**src/rtl/router_fsm.sv**
```systemverilog
// Packet-sequencing controller for the 1x3 router ingress path.
// Tracks header decode, payload load, full-FIFO stall and parity phases, and
// drives the load strobes plus busy back-pressure toward the source.
module router_fsm #(
  parameter logic [1:0] INVALID_ADDR = 2'b11
) (
  input  logic       clock,
  input  logic       resetn,
  input  logic       pkt_valid,
  input  logic [1:0] data_in,
  input  logic       parity_done,
  input  logic       low_pkt_valid,
  input  logic       fifo_full,
  input  logic       fifo_empty_0,
  input  logic       fifo_empty_1,
  input  logic       fifo_empty_2,
  input  logic       soft_reset_0,
  input  logic       soft_reset_1,
  input  logic       soft_reset_2,
  output logic       busy,
  output logic       detect_add,
  output logic       lfd_state,
  output logic       ld_state,
  output logic       laf_state,
  output logic       full_state,
  output logic       write_enb_reg,
  output logic       rst_int_reg,
  output logic [1:0] dest_addr
);

  typedef enum logic [2:0] {
    StDecodeAddress    = 3'd0,
    StLoadFirstData    = 3'd1,
    StLoadData         = 3'd2,
    StWaitTillEmpty    = 3'd3,
    StFifoFullState    = 3'd4,
    StLoadAfterFull    = 3'd5,
    StLoadParity       = 3'd6,
    StCheckParityError = 3'd7
  } state_e;

  state_e     state_q, state_d;
  logic [1:0] dest_addr_q, dest_addr_d;
  logic [1:0] empty_sel_addr;
  logic       sel_empty;
  logic       sel_soft_reset;

  // Pick the empty flag of the port being decoded (header) or owned (packet body).
  always_comb begin
    empty_sel_addr = (state_q == StDecodeAddress) ? data_in : dest_addr_q;
    sel_empty      = 1'b0;
    if (empty_sel_addr != INVALID_ADDR) begin
      case (empty_sel_addr)
        2'd0:    sel_empty = fifo_empty_0;
        2'd1:    sel_empty = fifo_empty_1;
        2'd2:    sel_empty = fifo_empty_2;
        default: sel_empty = 1'b0;
      endcase
    end
  end

  // Only the timeout reset of the port owning the current packet matters.
  always_comb begin
    sel_soft_reset = 1'b0;
    if (dest_addr_q != INVALID_ADDR) begin
      case (dest_addr_q)
        2'd0:    sel_soft_reset = soft_reset_0;
        2'd1:    sel_soft_reset = soft_reset_1;
        2'd2:    sel_soft_reset = soft_reset_2;
        default: sel_soft_reset = 1'b0;
      endcase
    end
  end

  // State and destination registers.
  always_ff @(posedge clock or negedge resetn) begin
    if (!resetn) begin
      state_q     <= StDecodeAddress;
      dest_addr_q <= INVALID_ADDR;
    end else begin
      state_q     <= state_d;
      dest_addr_q <= dest_addr_d;
    end
  end

  // Next-state logic; a soft reset of the owning port overrides everything.
  always_comb begin
    state_d     = state_q;
    dest_addr_d = dest_addr_q;
    case (state_q)
      StDecodeAddress: begin
        if (pkt_valid && (data_in != INVALID_ADDR)) begin
          dest_addr_d = data_in;
          state_d     = sel_empty ? StLoadFirstData : StWaitTillEmpty;
        end
      end
      StWaitTillEmpty: begin
        if (sel_empty) state_d = StLoadFirstData;
      end
      StLoadFirstData: state_d = StLoadData;
      StLoadData: begin
        if (fifo_full)       state_d = StFifoFullState;
        else if (!pkt_valid) state_d = StLoadParity;
      end
      StFifoFullState: begin
        if (!fifo_full) state_d = StLoadAfterFull;
      end
      StLoadAfterFull: begin
        if (parity_done)        state_d = StDecodeAddress;
        else if (low_pkt_valid) state_d = StLoadParity;
        else                    state_d = StLoadData;
      end
      StLoadParity:       state_d = StCheckParityError;
      StCheckParityError: state_d = fifo_full ? StFifoFullState : StDecodeAddress;
      default:            state_d = StDecodeAddress;
    endcase
    if ((state_q != StDecodeAddress) && sel_soft_reset) state_d = StDecodeAddress;
  end

  // Moore output decode.
  always_comb begin
    detect_add    = 1'b0;
    lfd_state     = 1'b0;
    ld_state      = 1'b0;
    laf_state     = 1'b0;
    full_state    = 1'b0;
    rst_int_reg   = 1'b0;
    write_enb_reg = 1'b0;
    busy          = 1'b1;
    case (state_q)
      StDecodeAddress: begin
        detect_add = 1'b1;
        busy       = 1'b0;
      end
      StLoadFirstData: lfd_state = 1'b1;
      StLoadData: begin
        ld_state      = 1'b1;
        write_enb_reg = 1'b1;
        busy          = 1'b0;
      end
      StWaitTillEmpty: ;
      StFifoFullState: full_state = 1'b1;
      StLoadAfterFull: begin
        laf_state     = 1'b1;
        write_enb_reg = 1'b1;
      end
      StLoadParity:       write_enb_reg = 1'b1;
      StCheckParityError: rst_int_reg = 1'b1;
      default: ;
    endcase
  end

  assign dest_addr = dest_addr_q;

endmodule

```
**config.mk**
```make
export PLATFORM = sky130hd
export DESIGN_NAME = router_fsm
export DESIGN_NICKNAME = d
export VERILOG_FILES = /design/src/rtl/router_fsm.sv
export SDC_FILE = /design/constraint.sdc
export NUM_CORES = 1
export LEC_CHECK = 0
export CAP_MARGIN = 20
export CORE_AREA = 2 2 39 41
export CTS_BUF_LIST = sky130_fd_sc_hd__clkbuf_8
export CTS_CLUSTER_DIAMETER = 50
export DETAILED_ROUTE_END_ITERATION = 12
export DIE_AREA = 0 0 41 43
export GPL_ROUTABILITY_DRIVEN = 0
export PLACE_DENSITY = 0.77
export SYNTH_ARGS = -nofsm -noshare
export SYNTH_HDL_FRONTEND = slang
export SYNTH_SLANG_ARGS = --single-unit
```
**constraint.sdc**
```tcl
create_clock -name clock -period 1.7 [get_ports clock]
set_input_delay 0.255 -clock clock [delete_from_list [all_inputs] [get_ports clock]]
set_output_delay 0.255 -clock clock [all_outputs]
set_load 0.005 [all_outputs]
```
==> summary.md, run 1 <==
| Metric | Value |
|---|---|
| Outcome | finished clean |
| Endpoints failing hold | 0 |
| Skew-Pair Late Insertion Delay | 220 ps |
| Root Buffer Master | clkbuf_8 |
| Synth warn | 0 |
| Min cycle time layout | around 1600 ps |
| TritonRoute pass-1 iters | 4 |
| Area occupied by registers | approximately 130 um^2 |
| Post-route clock period utilization | 95.61% |
| Boundary Pins | 24 |
| Post-synth top area cell | dfrtp_1 |
| Req. time, crit path | between 1500 and 2000 ps |
| Fin cells | 107 |
| CP Capture Type | flip-flop |
| Pre-CTS WS | -26.21 ps |
| Synthesized net count | 71 |
| Main combinational cell family by area after synthesis | compound AO/OA/AOI/OAI gates |
| Drt total wl | 1318 um |
| Leak Pwr | 0.3957 nW |
| Area growth, synth to finish | 83.81% |
| Routed Antenna Nets | 0 |
| Pwr Density | 1544 nW/um^2 |
| Mean post-synth cell area | 7.727 um^2 |
| Die extent in x | 41 um |
| RSZ-0062 raised after global routing | no |
| Ant diodes | 0 |
| Largest net degree at the start of global routing | 11 |
| Worst EP arrival | around 1800 ps |
| Grt ovf | 0 |
| Row Count | 14 |
| Asr flop ratio synth | 100.0% |
| EDFF count, synth | 0 |
| Synth Area in Adders | 0% |
| Setup CP Type | reg2reg |
| Clock Sinks | 5 |
| Compound-Gate Fraction of Synth Area | between 30 and 40% |
| Post-synth top cells | nand2_1, a21oi_1, nor2_1 |
| Slew HR | 65.69% |
| H-tree levels | 1 |
| XOR/XNOR Fraction of Synth Area | 0% |
| Vias in the first global route | approximately 540 |
| Top-count cell post-synth | nand2_1 |
| Via Count | 560 |
| Final Max Tran Viols | 0 |
| Fin nets | 106 |
| WL per Instance | 12.32 um |
| Final worst setup slack | 74.56 ps |
| Initial DRC count | 9 |
| CTS tree | built |
| Max VDD drop | 0.0006229 V |
| Initial antenna violation count | 0 |
| Reg clk slew, reported paths | 40 ps |
| Worst path cell trace | buf_4 > or3_4 > clkinv_4 > o211ai_2 > a211o_1 > a211oi_2 |
| Total core area | 1384 um^2 |
| Total GRT Usage | ~18% |
| Placed Cells | 98 |
| Share of the synthesized area in the top cell type | 17.05% |
| Critical Path Fanout Max | 5 |
| Full die area | 1763 um^2 |
| Max-Cap Viols | 0 |
| Fill cells | 145 |
| Synth Flop Type | dfrtp_1 |
| Startpoint Class | flip-flop |
| Vias per inst | 5.234 |
| Crit-path slowest cell | dfrtp_2 |
| HPWL after DPL | 911.1 um |
| Multiplexer share of the synthesized area | 4.545% |
| Initial core utilization | 31.83% |
| First-pass GRT wire length | between 2000 and 2500 um |
| DIE HEIGHT | about 43 um |
| Hold Buf Count CTS | 0 |
| Cts bufs inserted | 3 |
| Cell count after synthesis | 57 |
| CP peak stage delay | 420 ps |
| Mapped Area | 440.4 um^2 |
| Drc violations | 0 |
| Layout cell share with drive strength beyond 1 | approximately a quarter |
| Multi-input combinational cell area | roughly 290 um^2 |
| Max Root-Sink Buffers | 2 |
| Ranking of synthesized cells by area | dfrtp_1, dfstp_2, a21oi_1, nand2_1, mux2i_1 |
| Final setup viols | 0 |
| Slew @ Worst Pin | 511.6 ps |
| Fmax | 615.2 MHz |
| Simple-gate share of the synthesized area | 29.26% |
| Register area share after synthesis | 28.98% |
| Synth Register Bits | 5 |
| I/O Buffers | 23 |
| Hold/Removal Path Class | in2async |
| Setup Total Neg Slack | 0 ps |
| Post-synthesis cell type count | 26 |
| Clock skew | 5.182 ps |
layout by cell type (no fill, tap or decap), types with 3 or more instances in the layout:
cell type	n
clkdlybuf4s50_1	15
buf_4	9
nand2_1	6
a21oi_1	5
inv_1	4
nor2_1	4
dlygate4sd2_1	4
o21ai_0	3
nor3_1	3
clkbuf_8	3
dlymetal6s2s_1	3
state kept, by name, summed over array words and instances (netlist names):
register	count
dest_addr	2
state_q	3
where the power goes:
group / internal [mW] / total [mW] / switching (mW)
Clock: 0.155 / 0.218 / 0.0631
Combinational: 0.434 / 0.761 / 0.327
Sequential: 0.197 / 0.271 / 0.0737
layout make-up:
cell class / instances / area share (%)
tap: 16 / 2.473
timing repair buffer: 33 / 37.87
clock inverter: 1 / 0.4637
multi-input combinational: 45 / 35.55
sequential: 5 / 16.07
inverter: 4 / 2.473
clock buffer: 3 / 5.100
routing by layer:
metal	up-vias	track usage (%)	part of all wire (%)
met2	16	30.94	52
met5	-	0	0
li1	276	-	-
met3	2	3.141	5.5
met1	266	18.69	42
met4	0	10.00	0.91
path summary, 6_finish.rpt:
| path | start | end | slack, ps | cells past startpoint |
|---|---|---|---|---|
| worst max-delay path | state_q[0] | state_q[1] | 70 | 6 |
| worst min-delay path | resetn | state_q[1] | 250 | 1 |
| worst max register to register | state_q[0] | state_q[1] | 70 | 6 |
| worst min register to register | dest_addr[0] | dest_addr[0] | 560 | 1 |
| max in group asynchronous | resetn | dest_addr[1] | 1200 | 1 |
| min in group clock | dest_addr[0] | dest_addr[0] | 560 | 1 |
what timing repair did:
action	CTS	global route
buffers inserted	5	0
pin swaps	1	3
resized for setup	10	5
setup endpoints to repair	6	5
logic make-up after synthesis:
group | after synthesis
buf+inv | 7
flops | 5
simple gates | 24
mux | 2
compound gates | 19
critical path, delay by kind of cell, from the launching register on:
kind / cells / cell delay (ps)
compound gates: 3 / 510
flops: 1 / 420
simple gates: 1 / 400
buf+inv: 2 / 210
stage by stage:
step	instance area, um^2	hold slack, ps	utilization (%)	power (mW)
final	809.5	247.4	58.50	1.250
after global routing	809.5	257.5	58.50	1.358
after CTS	803.3	257.0	58.05	1.247
after detailed placement	716.9	492.1	51.81	0.9781
after global placement	716.9	488.2	51.81	0.9706
after floorplan	440.4	-40.59	-	0.6544
(Power assumes the default switching activity.)
==> inputs of run 2 (changes only) <==
clock period = 2 ns   (was 1.7 ns; I/O delays follow)
==> run 2 against run 1 <==
- wire length is 14% lower
- global-route usage shrank 3.0 points
- count of clock-buffer cells in the layout unchanged
- non-clock buffer count is 8 lower
- core utilization down 5.0 points
- via count down 9.8%
- clock power down 17%
- highest routed layer unchanged
==> summary.md, run 2 (same netlist as run 1, synthesis figures left out) <==
| Metric | Value |
|---|---|
| Hold/Removal Path Class | in2async |
| Min cycle time layout | 1922 ps |
| CP Capture Type | output pin |
| Post-route clock period utilization | a little over nine tenths |
| Reg-to-reg endpoint | state_q[1] |
| Final worst setup slack | 77.87 ps (+3.311 ps) |
| Hold WS | 295.1 ps (+47.69 ps) |
| Total core area | 1384 um^2 (unchanged) |
| Drt total wl | 1140 um (-14%) |
| Commonest cells after routing, fill and taps aside | clkdlybuf4s50_1, nand2_1, nor2_1, a21oi_1, inv_1 |
| Boundary Pins | 24 (unchanged) |
| Routed Antenna Nets | 0 (unchanged) |
| Drc violations | 0 (unchanged) |
| Dpl cell area | 694.4 um^2 (-3.1%) |
| Row Count | 14 (unchanged) |
| Reg clk slew, reported paths | 30 ps (about the same) |
| Reg2Reg Launch Point | state_q[0] |
| CTS tree | built |
| Hold Buf Count CTS | 0 (unchanged) |
| Pwr Density | 1349 nW/um^2 (-13%) |
| RSZ-0062 raised after global routing | no |
| Fin nets | 98 (-7.5%) |
| Die extent in x | 41 um (unchanged) |
| First-pass GRT wire length | 1718 um (-19%) |
| Ant diodes | 0 (unchanged) |
| Clock Sinks | 5 (unchanged) |
| Cts bufs inserted | 3 (unchanged) |
| Final Max Tran Viols | 0 (unchanged) |
| FF-to-FF path depth | 5 (-1) |
| FF-to-FF setup slack | 440 ps (+370 ps) |
| Most common cell after layout, fill and taps aside | clkdlybuf4s50_1 |
| Pre-CTS WS | 220.6 ps (+246.8 ps) |
| Via Count | 505 (-9.8%) |
| Skew-Pair Late Insertion Delay | 220 ps (about the same) |
| Critical Path Fanout Max | 7 (+2) |
| DIE HEIGHT | 43 um (unchanged) |
| Design Area, Final | 740.7 um^2 (-8.5%) |
| Vias per inst | 5.101 (-2.5%) |
| Max reg flops | 3 (unchanged) |
| HPWL after DPL | 858.8 um (-5.7%) |
| H-tree levels | 1 (unchanged) |
| Max-Cap Viols | 0 (unchanged) |
| Vias in the first global route | 448 (-18%) |
| Req. time, crit path | 1700 ps (-140 ps) |
| I/O Buffers | 23 (unchanged) |
| Initial DRC count | 4 (-5) |
| Top reg by flops | state_q |
| Setup CP Type | reg2out |
| Final setup viols | 0 (unchanged) |
| TritonRoute pass-1 iters | 2 (-2) |
| WL per Instance | 11.52 um (-6.5%) |
| Area growth, synth to finish | 68.18% |
| Clock skew | 0.6008 ps (-4.581 ps) |
| Slew @ Worst Pin | 513.3 ps (+1.679 ps) |
| Startpoint Class | flip-flop |
| Root Buffer Master | clkbuf_8 |
| Setup Total Neg Slack | 0 ps (unchanged) |
| Outcome | finished clean |
| Max Root-Sink Buffers | 2 (unchanged) |
| Largest net degree at the start of global routing | 12 (+1) |
| Total GRT Usage | 14.83% (-3.0 points) |
| Fmax | 520.3 MHz |
| Leak Pwr | 0.2935 nW (-26%) |
| Grt ovf | 0 (unchanged) |
| # Post-CTS Setup Buffers | 0 (-5) |
| Finished Core Util | 53.53% (-5.0 points) |
| Initial core utilization | 31.83% (unchanged) |
| Full die area | 1763 um^2 (unchanged) |
| Endpoints failing hold | 0 (unchanged) |
| Layout cell share with drive strength beyond 1 | 15.66% (-11 points) |
| Slew HR | 65.57% (-0.11 points) |
| Max VDD drop | 0.0004498 V (-28%) |
| Initial antenna violation count | 0 (unchanged) |
| Worst EP arrival | 1620 ps (-140 ps) |
==> run 2: worst max-delay path by stage <==
stage,start,to,slack [ps],depth (start not counted)
after floorplan,state_q[0],state_q[1],540,5
final,state_q[0],detect_add,80,3
after CTS,state_q[2],detect_add,40,3
after global routing,state_q[0],detect_add,10,3
after global placement,data_in[1],state_q[1],260,5
after detailed placement,data_in[1],state_q[1],220,5
==> run 2: per-layer routing <==
metal  track usage (%)  up-vias  routed length, um
li1                  -      260                  -
met1             15.69      225                502
met2             23.44       18                557
met3             3.141        2                 63
met4             12.00        0                 17
met5                 0        -                  0
==> run 2: where the power goes <==
part | leakage (nW) | total, mW | internal (mW) | switching, mW
combinational | 0.208 | 0.583 | 0.343 | 0.240
sequential | 0.0582 | 0.235 | 0.166 | 0.0689
clock | 0.0269 | 0.182 | 0.132 | 0.0504
total | 0.293 | 0.999 | 0.640 | 0.359
==> run 2: final cells by class <==
class                   count  area, um^2
clock buffers               3       41.29
well taps                  16       20.02
multi-input cells          45       285.3
fillers                   134       643.1
flip-flops and latches      5       128.9
repair buffers             25       245.2
clock inverters             1       3.754
inverters                   4       16.27
==> run 2: critical path, stage by stage (launching register included) <==
cell,delay [ps]
dfrtp_1,430
or3_4,390
clkinv_2,80
clkdlybuf4s50_1,490
==> run 2: per-stage QoR <==
step	total power, mW	instances
6_report	0.9992	99
3_3_place_gp	0.8208	95
2_1_floorplan	0.5563	57
5_1_grt	1.090	99
4_1_cts	1.007	99
3_5_place_dp	0.8208	95
==> run 2: timing repair <==
| item | 4_1_cts | 5_1_grt |
|---|---|---|
| hold endpoints to repair | 0 | 0 |
| setup endpoints to repair | 0 | 3 |
| resized for setup | 0 | 1 |
